[src/rtl/bf_sram_arbiter.sv]
// bf_sram_arbiter: arbitrates client A (lookup/insert) and client B (aging sweeper) onto one
//   SRAM read/write port pair; read returns are steered back in issue order by a 4-entry tag FIFO.
// Latency: gnt is combinational in IDLE; the SRAM request rises the next cycle and is held to ack;
//   read data reaches cli_rdata one cycle after rd_0_vld.
// Backpressure: one SRAM access in flight on req/ack; reads stall while 4 reads are unreturned,
//   writes are still granted.
// Ports: clk/reset; per-client req/wr/addr/wdata in and gnt out; shared cli_rdata with a_rvld/b_rvld;
//   SRAM read side rd_0_req/addr out, ack/vld/data in; SRAM write side wr_0_req/addr/data out, ack in.
// Config: define BF_ARB_STARVE_EN to let B win after STARVE_LIMIT back-to-back A grants while B waits;
//   without it A has strict priority and there is no starve counter.
module bf_sram_arbiter #(
  parameter int SRAM_ADDR_WIDTH = 18,
  parameter int SRAM_DATA_WIDTH = 72,
  parameter int STARVE_LIMIT    = 4
) (
  input  logic                       clk,
  input  logic                       reset,
  input  logic                       a_req,
  input  logic                       a_wr,
  input  logic [SRAM_ADDR_WIDTH-1:0] a_addr,
  input  logic [SRAM_DATA_WIDTH-1:0] a_wdata,
  output logic                       a_gnt,
  input  logic                       b_req,
  input  logic                       b_wr,
  input  logic [SRAM_ADDR_WIDTH-1:0] b_addr,
  input  logic [SRAM_DATA_WIDTH-1:0] b_wdata,
  output logic                       b_gnt,
  output logic [SRAM_DATA_WIDTH-1:0] cli_rdata,
  output logic                       a_rvld,
  output logic                       b_rvld,
  output logic                       rd_0_req,
  output logic [SRAM_ADDR_WIDTH-1:0] rd_0_addr,
  input  logic                       rd_0_ack,
  input  logic                       rd_0_vld,
  input  logic [SRAM_DATA_WIDTH-1:0] rd_0_data,
  output logic                       wr_0_req,
  output logic [SRAM_ADDR_WIDTH-1:0] wr_0_addr,
  output logic [SRAM_DATA_WIDTH-1:0] wr_0_data,
  input  logic                       wr_0_ack
);

  localparam logic [1:0] ST_IDLE    = 2'd0;
  localparam logic [1:0] ST_RD_WAIT = 2'd1;
  localparam logic [1:0] ST_WR_WAIT = 2'd2;
  localparam logic [2:0] TAG_DEPTH  = 3'd4;

  logic [1:0]                 state_q, state_d;
  logic                       rd_req_q, rd_req_d;
  logic                       wr_req_q, wr_req_d;
  logic [SRAM_ADDR_WIDTH-1:0] rd_addr_q, rd_addr_d;
  logic [SRAM_ADDR_WIDTH-1:0] wr_addr_q, wr_addr_d;
  logic [SRAM_DATA_WIDTH-1:0] wr_data_q, wr_data_d;
  logic [SRAM_DATA_WIDTH-1:0] rdata_q, rdata_d;
  logic                       a_rvld_q, a_rvld_d;
  logic                       b_rvld_q, b_rvld_d;

  // Tag FIFO: one bit per slot holding the client id of an unreturned read (1 = B).
  logic [3:0] tag_q, tag_d;
  logic [1:0] tag_rd_ptr_q, tag_rd_ptr_d;
  logic [1:0] tag_wr_ptr_q, tag_wr_ptr_d;
  logic [2:0] tag_cnt_q, tag_cnt_d;

  logic tag_full, tag_empty;
  logic a_elig, b_elig, pick_a, pick_b;
  logic can_grant, grant, grant_wr;
  logic tag_push, tag_pop;
  logic starve_hit;

  assign tag_full  = (tag_cnt_q == TAG_DEPTH);
  assign tag_empty = (tag_cnt_q == 3'd0);

  // A full tag FIFO only blocks reads; writes never produce a return.
  assign a_elig = a_req && (a_wr || !tag_full);
  assign b_elig = b_req && (b_wr || !tag_full);

`ifdef BF_ARB_STARVE_EN
  localparam int SW = (STARVE_LIMIT < 1) ? 1 : $clog2(STARVE_LIMIT + 1);
  localparam logic [SW-1:0] STARVE_MAX = SW'(STARVE_LIMIT);

  logic [SW-1:0] starve_q, starve_d;

  assign starve_hit = (starve_q == STARVE_MAX);

  // Counts A grants taken while B is asking; saturates so B keeps its turn until served.
  always_comb begin
    starve_d = starve_q;
    if (!b_req || b_gnt) begin
      starve_d = '0;
    end else if (a_gnt && !starve_hit) begin
      starve_d = starve_q + 1'b1;
    end
  end

  always_ff @(posedge clk) begin
    if (reset) begin
      starve_q <= '0;
    end else begin
      starve_q <= starve_d;
    end
  end
`else
  logic unused_starve_limit;

  assign starve_hit          = 1'b0;
  assign unused_starve_limit = (STARVE_LIMIT != 0);
`endif

  assign pick_b    = b_elig && (!a_elig || starve_hit);
  assign pick_a    = a_elig && !pick_b;
  assign can_grant = (state_q == ST_IDLE) && !reset;
  assign a_gnt     = can_grant && pick_a;
  assign b_gnt     = can_grant && pick_b;
  assign grant     = a_gnt || b_gnt;
  assign grant_wr  = pick_b ? b_wr : a_wr;
  assign tag_push  = grant && !grant_wr;
  // A return with nothing outstanding has no owner and is dropped.
  assign tag_pop   = rd_0_vld && !tag_empty;

  // Access FSM: the request register mirrors RD_WAIT/WR_WAIT, so an ack seen in
  // those states is always an ack of a raised request.
  always_comb begin
    state_d   = state_q;
    rd_req_d  = rd_req_q;
    wr_req_d  = wr_req_q;
    rd_addr_d = rd_addr_q;
    wr_addr_d = wr_addr_q;
    wr_data_d = wr_data_q;
    case (state_q)
      ST_IDLE: begin
        if (grant) begin
          if (grant_wr) begin
            wr_req_d  = 1'b1;
            wr_addr_d = pick_b ? b_addr : a_addr;
            wr_data_d = pick_b ? b_wdata : a_wdata;
            state_d   = ST_WR_WAIT;
          end else begin
            rd_req_d  = 1'b1;
            rd_addr_d = pick_b ? b_addr : a_addr;
            state_d   = ST_RD_WAIT;
          end
        end
      end
      ST_RD_WAIT: begin
        if (rd_0_ack) begin
          rd_req_d = 1'b0;
          state_d  = ST_IDLE;
        end
      end
      ST_WR_WAIT: begin
        if (wr_0_ack) begin
          wr_req_d = 1'b0;
          state_d  = ST_IDLE;
        end
      end
      default: begin
        rd_req_d = 1'b0;
        wr_req_d = 1'b0;
        state_d  = ST_IDLE;
      end
    endcase
  end

  // Tag FIFO bookkeeping; a push and a pop in one cycle leave the count unchanged.
  always_comb begin
    tag_d        = tag_q;
    tag_wr_ptr_d = tag_wr_ptr_q;
    tag_rd_ptr_d = tag_rd_ptr_q;
    tag_cnt_d    = tag_cnt_q;
    if (tag_push) begin
      tag_d[tag_wr_ptr_q] = pick_b;
      tag_wr_ptr_d        = tag_wr_ptr_q + 2'd1;
    end
    if (tag_pop) begin
      tag_rd_ptr_d = tag_rd_ptr_q + 2'd1;
    end
    case ({tag_push, tag_pop})
      2'b10:   tag_cnt_d = tag_cnt_q + 3'd1;
      2'b01:   tag_cnt_d = tag_cnt_q - 3'd1;
      default: tag_cnt_d = tag_cnt_q;
    endcase
  end

  always_comb begin
    a_rvld_d = tag_pop && !tag_q[tag_rd_ptr_q];
    b_rvld_d = tag_pop && tag_q[tag_rd_ptr_q];
    rdata_d  = tag_pop ? rd_0_data : rdata_q;
  end

  always_ff @(posedge clk) begin
    if (reset) begin
      state_q      <= ST_IDLE;
      rd_req_q     <= 1'b0;
      wr_req_q     <= 1'b0;
      rd_addr_q    <= '0;
      wr_addr_q    <= '0;
      wr_data_q    <= '0;
      rdata_q      <= '0;
      a_rvld_q     <= 1'b0;
      b_rvld_q     <= 1'b0;
      tag_q        <= '0;
      tag_rd_ptr_q <= '0;
      tag_wr_ptr_q <= '0;
      tag_cnt_q    <= '0;
    end else begin
      state_q      <= state_d;
      rd_req_q     <= rd_req_d;
      wr_req_q     <= wr_req_d;
      rd_addr_q    <= rd_addr_d;
      wr_addr_q    <= wr_addr_d;
      wr_data_q    <= wr_data_d;
      rdata_q      <= rdata_d;
      a_rvld_q     <= a_rvld_d;
      b_rvld_q     <= b_rvld_d;
      tag_q        <= tag_d;
      tag_rd_ptr_q <= tag_rd_ptr_d;
      tag_wr_ptr_q <= tag_wr_ptr_d;
      tag_cnt_q    <= tag_cnt_d;
    end
  end

  assign rd_0_req  = rd_req_q;
  assign rd_0_addr = rd_addr_q;
  assign wr_0_req  = wr_req_q;
  assign wr_0_addr = wr_addr_q;
  assign wr_0_data = wr_data_q;
  assign cli_rdata = rdata_q;
  assign a_rvld    = a_rvld_q;
  assign b_rvld    = b_rvld_q;

endmodule

[config.mk]
export PLATFORM = sky130hd
export DESIGN_NAME = bf_sram_arbiter
export DESIGN_NICKNAME = d
export VERILOG_FILES = /design/src/rtl/bf_sram_arbiter.sv
export SDC_FILE = /design/constraint.sdc
export NUM_CORES = 1
export LEC_CHECK = 0
export BUFFER_PORTS_ARGS = -buffer_cell sky130_fd_sc_hd__buf_2
export CAP_MARGIN = 15
export CORE_AREA = 2 2 174 176
export CTS_CLUSTER_SIZE = 8
export DETAILED_ROUTE_END_ITERATION = 8
export DIE_AREA = 0 0 176 178
export RECOVER_POWER = 100
export SYNTH_ARGS = -nofsm -noshare
export SYNTH_HDL_FRONTEND = slang
export SYNTH_SLANG_ARGS = --single-unit
[constraint.sdc]
create_clock -name clk -period 3.05 [get_ports clk]
set_input_delay 0.305 -clock clk [delete_from_list [all_inputs] [get_ports clk]]
set_output_delay 0.305 -clock clk [all_outputs]
set_load 0.005 [all_outputs]
Yosys cells after proc, flatten, opt, wreduce, memory -nomap -nowiden:

Index checks and enable logic that the tools add are counted.

* $add $sub $neg: 4
* magnitude comparators: 3
* equality and inequality tests: 10
* multiplexer cells: 22
* bitwise gates (word level): 3
* reductions and logical operators: 30

Operator list (number)
* 72-bit two-way mux: 1
* 18-bit two-way mux: 1
* 1-bit logical AND: 12
* 2-bit != test (second input constant): 5
* 1-bit two-way mux: 9
* 3-bit AND reduction: 3
* 2-bit two-way mux: 4
* 4-bit AND reduction: 2
* 1-bit zero test: 7
* 2-bit by 3-bit less-than comparator with 1-bit output (second input constant): 2
* 1-bit one-hot mux with 3 select lines: 2
* 2-bit one-hot mux with 3 select lines: 1
* 3-bit one-hot mux with 2 select lines: 1
* 2-bit by 1-bit adder with 2-bit output (second input constant): 2
* 4-bit bitwise mux: 1
* 2-bit by 1-bit == test with 1-bit output (second input constant): 2
* 2-bit == test (second input constant): 2
* 3-bit by 1-bit adder with 3-bit output (second input constant): 1
* 3-bit == test (second input constant): 1
* 3-bit zero test: 1
* 1-bit logical OR: 3
* 1-bit inverter: 3
* 3-bit by 1-bit subtractor with 3-bit output (second input constant): 1
* 1-bit binary-select mux with 2-bit select: 1
* 4 further kinds: 4

* register bits after elaboration: 197
* bits of input ports: 261
* output and inout bits: 186
* logic and storage cells: 85

Depth between registers and ports, before layout:

Gate-level depths: netlist (run 1).

* depth in word-level cells: 13
* gate-level depth with buffers: 11
* mapped depth without buffers: 9

Worst setup path after synthesis (run 1):

OpenSTA, ideal clock, no wires.

* path kind: reg-to-reg
* start: register tag_cnt_q[0]
* end: register tag_cnt_q[2]
* library setup time: 0.070 ns
* data arrival time: 2.408 ns
* data required time: 2.980 ns
* slack: 0.571 ns
* cell stages (with the launch flop): 11
* buffers on the path: 1
* period minus slack after synthesis: 2.479 ns
* path through: dfxtp_1 -> or3b_2 -> o211a_1 -> clkbuf_1 -> inv_1 -> ha_1 -> inv_1 -> fa_1 -> xor2_1 -> or3_1 -> a21oi_1

* word-level cells in the longest chain between the ends: 13
* elaborated cells on any way between the ends: 25
* those cells by class: add/sub: 2; eq/ne: 3; mux: 2; reduce/logical: 18

RTL lines
* start: declaration: line 61 `logic [2:0] tag_cnt_q, tag_cnt_d;`
* start signal: assignment: line 217 `tag_cnt_q <= tag_cnt_d;`
* 3-bit == test: line 69 `assign tag_full = (tag_cnt_q == TAG_DEPTH);`
* 1-bit zero test: line 73, 74
* 1-bit logical OR: line 73 `assign a_elig = a_req && (a_wr || !tag_full);`
* 1-bit logical AND: line 73
* 1-bit zero test: line 108 `assign pick_b = b_elig && (!a_elig || starve_hit);`
* 1-bit logical AND: line 108
* 1-bit zero test: line 109 `assign pick_a = a_elig && !pick_b;`
* 1-bit logical AND: line 109
* 1-bit logical AND: line 111 `assign a_gnt = can_grant && pick_a;`
* 1-bit logical OR: line 113 `assign grant = a_gnt || b_gnt;`
* 1-bit logical AND: line 115 `assign tag_push = grant && !grant_wr;`
* 2-bit by 1-bit == test with 1-bit output or 2-bit == test (tied branches): line 176 `case ({tag_push, tag_pop})`
* 3-bit one-hot mux with 2 select lines or 2-bit nonzero test (tied branches)

Several ways; a longest one is shown, not always the timed one.
A chain may end at the register's enable or synchronous reset.

Worst setup path in the final report (run 1):

* start: register state_q[1]
* end: register wr_data_q[44], in the netlist wr_0_data[44]

* word-level cells in the longest chain between the ends: 5
* elaborated cells on any way between the ends: 6
* those cells by class: reduce/logical: 6

RTL lines
* start: declaration: line 47 `logic [1:0] state_q, state_d;`
* start signal: assignment: line 205 `state_q <= state_d;`
* 2-bit zero test (*): line 110, 128
* 1-bit logical AND: line 110 `assign can_grant = (state_q == ST_IDLE) && !reset;`
* 1-bit logical AND (on tied branches): line 111, 112
* 1-bit logical OR: line 113
* 3-bit AND reduction (no source line) (*)
* end signal: assignment: line 210 `wr_data_q <= wr_data_d;`
* end: declaration: line 52 `logic [SRAM_DATA_WIDTH-1:0] wr_data_q, wr_data_d;`

Every way passes the cells marked *; elsewhere a longest branch is shown, timed or not.

==> results of run 1 <==
## state kept, by name (all words and copies together), names as in the netlist
signal	flops
cli_rdata	72
wr_0_data	72
rd_0_addr	18
wr_0_addr	18
tag_q	4
tag_cnt_q	3
state_q	2
tag_rd_ptr_q	2
tag_wr_ptr_q	2
a_rvld	1
b_rvld	1
rd_0_req	1
wr_0_req	1
## critical path, delay by kind of cell (launching register included)
family | cells | cell delay [ns]
simple gates | 2 | 0.49
buf+inv | 2 | 1.42
compound gates | 1 | 0.19
flops | 1 | 0.38
## worst paths after layout
check	from	end	slack (ns)	depth (start not counted)
hold / removal	reset	tag_cnt_q[1]$_SDFFE_PP0P_	0.07	2
setup / recovery	state_q[1]$_SDFFE_PP0P_	wr_0_data[44]$_SDFFE_PP0P_	0.33	5
setup reg to reg	state_q[1]$_SDFFE_PP0P_	wr_0_data[44]$_SDFFE_PP0P_	0.33	5
hold reg to reg	cli_rdata[25]$_SDFFE_PP0P_	cli_rdata[25]$_SDFFE_PP0P_	0.45	2
## power groups by stage
stage	Sequential, mW	Combinational (mW)	Clock [mW]
5_1_grt	3.11	1.84	2.49
4_1_cts	3.06	1.73	2.38
3_3_place_gp	3.11	1.71	0
2_1_floorplan	3.14	0.928	0
3_5_place_dp	3.12	1.73	0
6_report	3.06	1.64	2.31
## per-layer routing
layer  global-route usage (%)  vias up
met5                        0        -
met4                     6.16        0
met3                     3.92       41
met2                     28.3      298
met1                     22.0     3957
li1                         -     4173
## cell usage after synthesis, types with 3 or more instances
cell type  number
a211oi_1       36
ha_1            5
buf_2          13
nand3_1         5
a21oi_1       171
a311oi_1       72
nand2_1       295
inv_1          14
o211ai_1        3
o21ai_0         8
dfxtp_1       197
clkbuf_1       73
buf_4           4
nor2_1         29
xor2_1          3
mux2i_1        18
## placed cells by master (no fill, tap or decap), drive strengths merged, types with 2 or more instances in the layout
master | synthesis | routed
o21ai | 8 | 8
a311oi | 72 | 72
nand3 | 5 | 5
ha | 5 | 5
clkbuf | 73 | 172
bufinv | 0 | 2
and2 | 2 | 2
mux2i | 18 | 18
a22oi | 2 | 2
nand2 | 295 | 295
xor2 | 3 | 3
a211oi | 37 | 37
nor3 | 2 | 2
buf | 19 | 316
dfxtp | 197 | 197
nor2 | 29 | 29
xnor2 | 2 | 2
inv | 14 | 18
nor3b | 2 | 2
clkinv | 0 | 5
o211ai | 3 | 3
a21oi | 171 | 171
nor2b | 2 | 2
## kinds of logic after synthesis
| family | Yosys count | synth area share (%) |
|---|---|---|
| AOI/OAI and AO/OA | 298 | 23.8 |
| and+or+nand+nor | 343 | 16.9 |
| buffers and inverters | 106 | 5.41 |
| DFF | 197 | 49.7 |
| adders and majority gates | 6 | 1.04 |
| muxes | 19 | 2.56 |
| xor gates and xnor gates | 5 | 0.552 |
## metrics by stage
stage          setup WS, ns  hold slack [ns]
2_1_floorplan         0.571            0.441
3_3_place_gp          0.466            0.438
3_5_place_dp          0.432            0.443
4_1_cts               0.414           0.0434
5_1_grt               0.175           0.0512
6_report              0.331           0.0675
## cell type report
cell class | count | area (sq um)
fillers | 3178 | 18500
flip-flops and latches | 197 | 3940
multi-input cells | 671 | 3580
repair buffers | 467 | 2250
well taps | 390 | 488
clock buffers | 21 | 440
clock inverters | 11 | 141
inverters | 14 | 52.6
diodes | 1 | 2.50
==> results.md, run 1 <==
- WL/cell: 16.3 um
- Clock share of power: 32.9%
- RSZ-0062 raised after global routing: no
- Share of the synthesized area in the top cell type: 49.7%
- Clock-pin slew on the worst setup and hold paths: 0.08 ns
- Wl on met1: 12,300 um
- Slew Limit Headroom: -2.59%
- CTS tree: yes
- Crit path max fanout: 51
- DRT Wirelength: 28,800 um
- PostCTS Resize Cnt: 0
- Pwr Density: 643 mW/mm^2
- Via count: 8,469
- Switching portion of total power: 32.2%
- DRC violations left: 0
- Critical path class: register to register
- Initial antenna violation count: 2
- Die footprint: 0.0313 sq mm
- Share of cells above drive strength 1: 25.7%
- Syn Area/Cell: 8.14 sq um
- CTS Buf Count: 17
- CP Launch Type: register
- CP max-delay cell: clkbuf_2
- Tcrit/Tclk final: 89.2%
- Asr flop ratio synth: 0%
- Status: finished with violations
- Number of enable flip-flop cells after synthesis: 0
- Crit path arrival time: 2.98 ns
- Switching Power: 2.26 mW
- Failing checks: capacitance limit, slew limit
- Worst min path class: primary input to register
- Port bufs: 446
- WL met2: 14,000 um
- Cell count after synthesis: 974
- Post-CTS setup repair buffer count: 0
- Post-DP Area: 0.0105 sq mm
- Crit path required time: 3.31 ns
- Fmax: 368 MHz
- Endpoints failing hold: 0
- Area of the mapped netlist: 0.00793 sq mm
- Setup TNS: 0 ns
- Post-Syn Nets: 1,241
- CP Cell Sequence: nor3_2 -> clkbuf_2 -> and2_0 -> clkbuf_4 -> a311oi_1
- Total gr overflow: 0
- Final Util: 37.1%
- H-tree Lvls: 4
- Max-cap violations: 2
- DIE WIDTH: 176 um
- Post-detailed-route count of antenna-violating nets: 0
- Endpoints failing setup: 0
- Tot GR Track Use: 17.2%
- Leakage power: 4.43 nW
- Internal power: 4.75 mW
- Initial Util: 27.0%
- CORE AREA: 0.0294 sq mm
- Placed Cells: 1,739
- Synth top area cells: dfxtp_1, nand2_1, a21oi_1
- Post-synth cell types: 37
- Vias in the first global route: 7,778
- Final net count: 1,635
- Hold-fix buffers, CTS: 0
- Via density: 4.78
- Most area-hungry cell type in the Yosys netlist: dfxtp_1
- Post-route cell area: 0.0109 sq mm
- CTS max path bufs: 2
- #FFs+latches synth: 197
- Worst-Margin Slew: 1.54 ns
- Crit. End Element: register
- CP max stage delay: 0.84 ns
- Row cnt: 63
- Sequential-to-total area share from yosys stat: 49.7%
- Die Span Y: 178 um
- Area grow syn2layout: 37.4%
- Met3 wire len: 1820 um
- Skew-Pair Late Insertion Delay: 0.43 ns
- Clock skew: 0.0129 ns
- Finished Layout Cells: 1,772
- Ys Warns: 0
- Peak VDD IR: 0.000347 V
- Clock Sinks: 197
- Drt pass-1 iters: 5
- First-pass GRT wire length: 42,800 um
- Pin count of the biggest net entering global routing: 107
- Top sig layer: met4
- DRT iter0 DRCs: 445
- Total power: 7.01 mW
- Final Wtd Congestion: 0.853
- Final slew viol count: 150
- Tmin final: 2.72 ns
- Combinational cell fraction of total power: 23.4%
- Top FF cell, synth: dfxtp_1
- Io pins: 447
- Post-DP HPWL: 20,200 um
- Seq pwr share: 43.7%
- CTS Root Cell: clkbuf_16
Note: power is estimated with default switching activity, not from simulation.
==> run 2: changes to the inputs <==
clock period = 2.75 ns   (was 3.05 ns; I/O delays follow)
==> results.md, run 2 (same netlist as run 1, synthesis figures left out) <==
- CP max-delay cell: buf_4
- CP Launch Type: register
- Pin count of the biggest net entering global routing: 198 (+85%)
- Crit path max fanout: 72 (+41%)
- DRT Wirelength: 28,500 um (-1.2%)
- WL/cell: 16.1 um (-1.1%)
- Skew-Pair Late Insertion Delay: 0.43 ns (about the same)
- Clock skew: 0.0168 ns (+0.00392 ns)
- Setup TNS: 0 ns (unchanged)
- Crit path required time: 3.07 ns (-0.24 ns)
- Post-detailed-route count of antenna-violating nets: 0 (unchanged)
- Clock-pin slew on the worst setup and hold paths: 0.08 ns (about the same)
- Most common cell after layout, fill and taps aside: nand2_1
- PostCTS Resize Cnt: 0 (unchanged)
- Share of cells above drive strength 1: 25.0% (-0.71 points)
- Row cnt: 63 (unchanged)
- Fill cell count: 3,178 (unchanged)
- Endpoints failing setup: 0 (unchanged)
- Via count: 8,426 (-0.51%)
- Fmax: 391 MHz (+6.2%)
- CTS tree: yes
- Worst min path class: primary input to register
- Most frequent cells in the layout: nand2_1, buf_2, dfxtp_1
- Hold-fix buffers, CTS: 0 (unchanged)
- Endpoints failing hold: 0 (unchanged)
- Initial Util: 27.0% (unchanged)
- Status: finished with violations
- Multi-input logic area: 0.00357 sq mm (-0.17%)
- Via density: 4.76 (-0.34%)
- Tcrit/Tclk final: 93.1% (+3.9 points)
- DIE WIDTH: 176 um (unchanged)
- Post-CTS setup repair buffer count: 0 (unchanged)
- Vias in the first global route: 8,053 (+3.5%)
- H-tree Lvls: 4 (unchanged)
- CTS max path bufs: 2 (unchanged)
- Peak VDD IR: 0.000334 V (-3.8%)
- Drt pass-1 iters: 5 (unchanged)
- Final Util: 36.9% (-0.12 points)
- DRT iter0 DRCs: 536 (+20%)
- Final slew viol count: 150 (unchanged)
- Die Span Y: 178 um (unchanged)
- CTS Root Cell: clkbuf_16
- Slew Limit Headroom: -7.98% (-5.4 points)
- CORE AREA: 0.0294 sq mm (unchanged)
- Tot GR Track Use: 17.2% (about the same)
- First-pass GRT wire length: 43,000 um (+0.50%)
- Crit. End Element: register
- Pwr Density: 715 mW/mm^2 (+11%)
- Critical path class: register to register
- Total gr overflow: 0 (unchanged)
- FF+latch area: 0.00394 sq mm (unchanged)
- Crit path arrival time: 2.88 ns (-0.10 ns)
- Die footprint: 0.0313 sq mm (unchanged)
- CTS Buf Count: 17 (unchanged)
- Post-DP HPWL: 19,700 um (-2.4%)
- Initial antenna violation count: 1 (-1)
- Failing checks: capacitance limit, slew limit
- Clock Sinks: 197 (unchanged)
- CP max stage delay: 0.65 ns (-0.19 ns)
- CP Cell Sequence: or4b_1 -> a211oi_4 -> buf_4 -> nand2_1 -> a311oi_1
- Final Wtd Congestion: 0.837 (-1.9%)
- DRC violations left: 0 (unchanged)
- RSZ-0062 raised after global routing: no
- Final net count: 1,631 (-0.24%)
- Tmin final: 2.56 ns (-0.160 ns)
- Max-cap violations: 2 (unchanged)
- Io pins: 447 (unchanged)
- Port bufs: 446 (unchanged)
- Leakage power: 4.38 nW (-1.1%)
- Worst-Margin Slew: 1.62 ns (+0.0809 ns)
- Area grow syn2layout: 37.0%
==> run 2: final timing paths <==
path | startpoint | end | slack [ns] | depth (start not counted)
setup / recovery | tag_cnt_q[0]$_SDFFE_PP0P_ | wr_0_data[11]$_SDFFE_PP0P_ | 0.19 | 5
hold / removal | rd_0_data[5] | cli_rdata[5]$_SDFFE_PP0P_ | 0.08 | 3
setup reg to reg | tag_cnt_q[0]$_SDFFE_PP0P_ | wr_0_data[11]$_SDFFE_PP0P_ | 0.19 | 5
hold reg to reg | cli_rdata[40]$_SDFFE_PP0P_ | cli_rdata[40]$_SDFFE_PP0P_ | 0.45 | 2
==> run 2: area by class of cell <==
class                      instances  share of cell area [%]
multi-input combinational        671                    32.9
inverter                          14                   0.484
antenna                            3                  0.0691
sequential                       197                    36.3
clock buffer                      23                    4.49
clock inverter                     8                   0.910
timing repair buffer             463                    20.4
tap                              390                    4.49
==> run 2: per-stage QoR <==
step                power [mW]  cell area, sq um  setup slack [ns]  instances  hold slack (ns)
finish                    7.76             10900             0.190       1769           0.0828
global route              8.23             10900            0.0518       1767           0.0612
CTS                       7.95             11100             0.185       1766           0.0510
detailed placement        5.37             10500             0.291       1735            0.443
global placement          5.34             10500             0.334       1735            0.439
floorplan                 4.51              7930             0.271        974            0.411
==> run 2: metal layers <==
metal / share of wire [%] / GRT usage [%]
met3: 5.9 / 3.96
met2: 49 / 29.2
met1: 43 / 21.3
met4: 2.0 / 6.10
met5: 0 / 0
==> run 2: critical path, delay by kind of cell, from the launching register on <==
kind                   cells  cell delay [ns]
buffers and inverters      1             0.65
and+or+nand+nor            2             0.79
AOI/OAI and AO/OA          2             0.59
DFF                        1             0.36
==> run 2: power by group <==
group,internal (mW),leakage [nW],switching [mW]
registers,3.21,1.61,0.192
logic,0.687,2.48,1.12
clock network,1.43,0.285,1.12
==> run 3: changes to the inputs <==
CORE_AREA = 4 4 171 173   (was 2 2 174 176)
DIE_AREA = 0 0 175 177   (was 0 0 176 178)
PLACE_DENSITY = 0.55   (was default)
==> results.md, run 3 (same netlist as run 1, synthesis figures left out) <==
- Die footprint: 0.0310 sq mm (-1.1%)
- DRC violations left: 0 (unchanged)
- FF+latch area: 0.00394 sq mm (unchanged)
- Most frequent cells in the layout: nand2_1, buf_2, dfxtp_1
- Seq pwr share: 43.8% (about the same)
- Total power: 7.76 mW (about the same)
- Register-to-register setup slack: 0.16 ns (-0.03 ns)
- Post-DP HPWL: 20,800 um (+5.1%)
- Io pins: 447 (unchanged)
- Initial Util: 28.7% (+1.7 points)
- Clock skew: 0.0146 ns (-0.00226 ns)
- Pwr Density: 713 mW/mm^2 (-0.18%)
- Port bufs: 446 (unchanged)
- Worst min path class: primary input to register
- Crit. End Element: output pin
- CORE AREA: 0.0276 sq mm (-6.0%)
- Post-route cell area: 0.0109 sq mm (+0.21%)
- CTS Root Cell: clkbuf_16
- Post-detailed-route count of antenna-violating nets: 0 (unchanged)
- Setup TNS: 0 ns (unchanged)
- CP Launch Type: register
- Initial antenna violation count: 5 (+4)
- DRT iter0 DRCs: 506 (-5.6%)
- PostCTS Resize Cnt: 0 (unchanged)
- CP Cell Sequence: or4b_1 -> a211oi_4 -> buf_12 -> and2_0 -> buf_2
- Crit path required time: 2.48 ns (-0.59 ns)
- Skew-Pair Late Insertion Delay: 0.43 ns (about the same)
- Combinational cell fraction of total power: 23.6% (+0.3 points)
- Crit path arrival time: 2.31 ns (-0.57 ns)
- Switching portion of total power: 33.9% (+2.5 points)
- Final slew viol count: 150 (unchanged)
- Via density: 4.77 (+0.20%)
- Worst-Margin Slew: 1.58 ns (-0.0426 ns)
- Internal power: 5.13 mW (-3.7%)
- FF-to-FF End: wr_0_data[42]$_SDFFE_PP0P_
- Via count: 8,395 (-0.37%)
- Fill cell count: 3,057 (-3.8%)
- First-pass GRT wire length: 45,500 um (+5.8%)
- Clock share of power: 32.6% (-0.3 points)
- Final Wtd Congestion: 0.845 (+0.92%)
- CTS tree: yes
- Vias in the first global route: 8,146 (+1.2%)
- Fmax: 386 MHz (-1.1%)
- R2r worst-path depth: 6 (+1)
- Tmin final: 2.59 ns (+0.0293 ns)
- CTS Buf Count: 17 (unchanged)
- Die Span Y: 177 um (-0.56%)
- Pin count of the biggest net entering global routing: 198 (unchanged)
- Total gr overflow: 0 (unchanged)
- Crit-path leading delay family: simple AND/OR/NAND/NOR gates
- Reg-to-reg critical path startpoint: tag_cnt_q[0]$_SDFFE_PP0P_
- Worst Hold Path EP: cli_rdata[3]$_SDFFE_PP0P_
- RSZ-0062 raised after global routing: no
- Critical path class: register to output pin
- Tot GR Track Use: 18.3% (+1.1 points)
- Share of cells above drive strength 1: 24.9% (-0.15 points)
- Most common cell after layout, fill and taps aside: nand2_1
- Area grow syn2layout: 37.2%
- Status: finished with violations
- Clock-pin slew on the worst setup and hold paths: 0.09 ns (about the same)
- Peak VDD IR: 0.000425 V (+27%)
- Min Hold Slack: 0.0709 ns (-0.0119 ns)
- Cells on Worst Hold Path: 3 (unchanged)
- CTS max path bufs: 2 (unchanged)
- Max-cap violations: 2 (unchanged)
- Clock Sinks: 197 (unchanged)
- Worst hold start: rd_0_data[3]
- Failing checks: capacitance limit, slew limit
- Multi-input logic area: 0.00359 sq mm (+0.35%)
- Leakage power: 4.36 nW (-0.34%)
- DRT Wirelength: 30,300 um (+6.7%)
- Tcrit/Tclk final: 94.1% (+1.1 points)
- Endpoints failing setup: 0 (unchanged)
- Crit path max fanout: 39 (-46%)
- Bufs and invs on worst path: 2 (+1)
- Slew Limit Headroom: -5.14% (+2.8 points)
- CP max-delay cell: or4b_1
- Post-DP Area: 0.0105 sq mm (-0.24%)
- DIE WIDTH: 175 um (-0.57%)
- Drt pass-1 iters: 4 (-1)
- Switching Power: 2.63 mW (+8.1%)
- WL/cell: 17.3 um (+7.3%)
- CP max stage delay: 0.66 ns (about the same)
- Endpoints failing hold: 0 (unchanged)
- Row cnt: 61 (-3.2%)
- Final net count: 1,630 (-0.061%)
- H-tree Lvls: 4 (unchanged)
-- run 3: layer usage --
metal / vias to the layer above / global-route usage, % / wire length [um]
li1: 4163 / - / -
met1: 3921 / 22.2 / 12500
met2: 270 / 32.0 / 15400
met3: 41 / 4.04 / 1840
met4: 0 / 6.28 / 669
met5: - / 0 / 0
-- run 3: area by class of cell --
class | count | area share, %
clock inverter | 15 | 1.66
inverter | 14 | 0.483
timing repair buffer | 462 | 20.3
antenna | 5 | 0.115
tap | 378 | 4.34
multi-input combinational | 671 | 32.9
clock buffer | 17 | 3.91
sequential | 197 | 36.2
-- run 3: per-stage QoR --
| stage | worst slack (ns) | util, % | instances |
|---|---|---|---|
| after global routing | 0.0127 | 39.4 | 1759 |
| after global placement | 0.332 | 38.0 | 1720 |
| after detailed placement | 0.293 | 38.0 | 1720 |
| after CTS | 0.101 | 40.3 | 1754 |
| after floorplan | 0.271 | - | 974 |
| final | 0.161 | 39.4 | 1759 |
-- run 3: power groups by stage --
stage	Combinational, mW	Sequential (mW)	Clock (mW)
after floorplan	1.03	3.48	0
after global placement	1.91	3.44	0
after detailed placement	1.92	3.45	0
after CTS	1.94	3.39	2.65
after global routing	2.05	3.45	2.73
final	1.83	3.40	2.53
-- run 3: how the worst max path moves through the flow --
| stage | startpoint | to | slack (ns) | cells past startpoint |
|---|---|---|---|---|
| floorplan | tag_cnt_q[0]$_SDFFE_PP0P_ | tag_cnt_q[2]$_SDFFE_PP0P_ | 0.27 | 10 |
| global placement | tag_cnt_q[2]$_SDFFE_PP0P_ | tag_cnt_q[2]$_SDFFE_PP0P_ | 0.33 | 9 |
| detailed placement | tag_cnt_q[2]$_SDFFE_PP0P_ | tag_cnt_q[2]$_SDFFE_PP0P_ | 0.29 | 9 |
| CTS | tag_cnt_q[0]$_SDFFE_PP0P_ | b_gnt | 0.10 | 5 |
| global route | tag_cnt_q[0]$_SDFFE_PP0P_ | wr_0_data[43]$_SDFFE_PP0P_ | 0.01 | 6 |
| finish | tag_cnt_q[0]$_SDFFE_PP0P_ | b_gnt | 0.16 | 5 |
-- run 3: worst register-to-register path, cell delays in order (launching register included) --
cell	delay, ns
dfxtp_1	0.39
or4b_1	0.66
a211oi_4	0.31
clkbuf_1	0.22
clkbuf_4	0.52
nand2_1	0.13
a311oi_1	0.26
-- run 3: timing repair --
item | in CTS | in global routing
hold buffers | 0 | 0
setup buffers | 1 | 0
setup endpoints to repair | 1 | 0
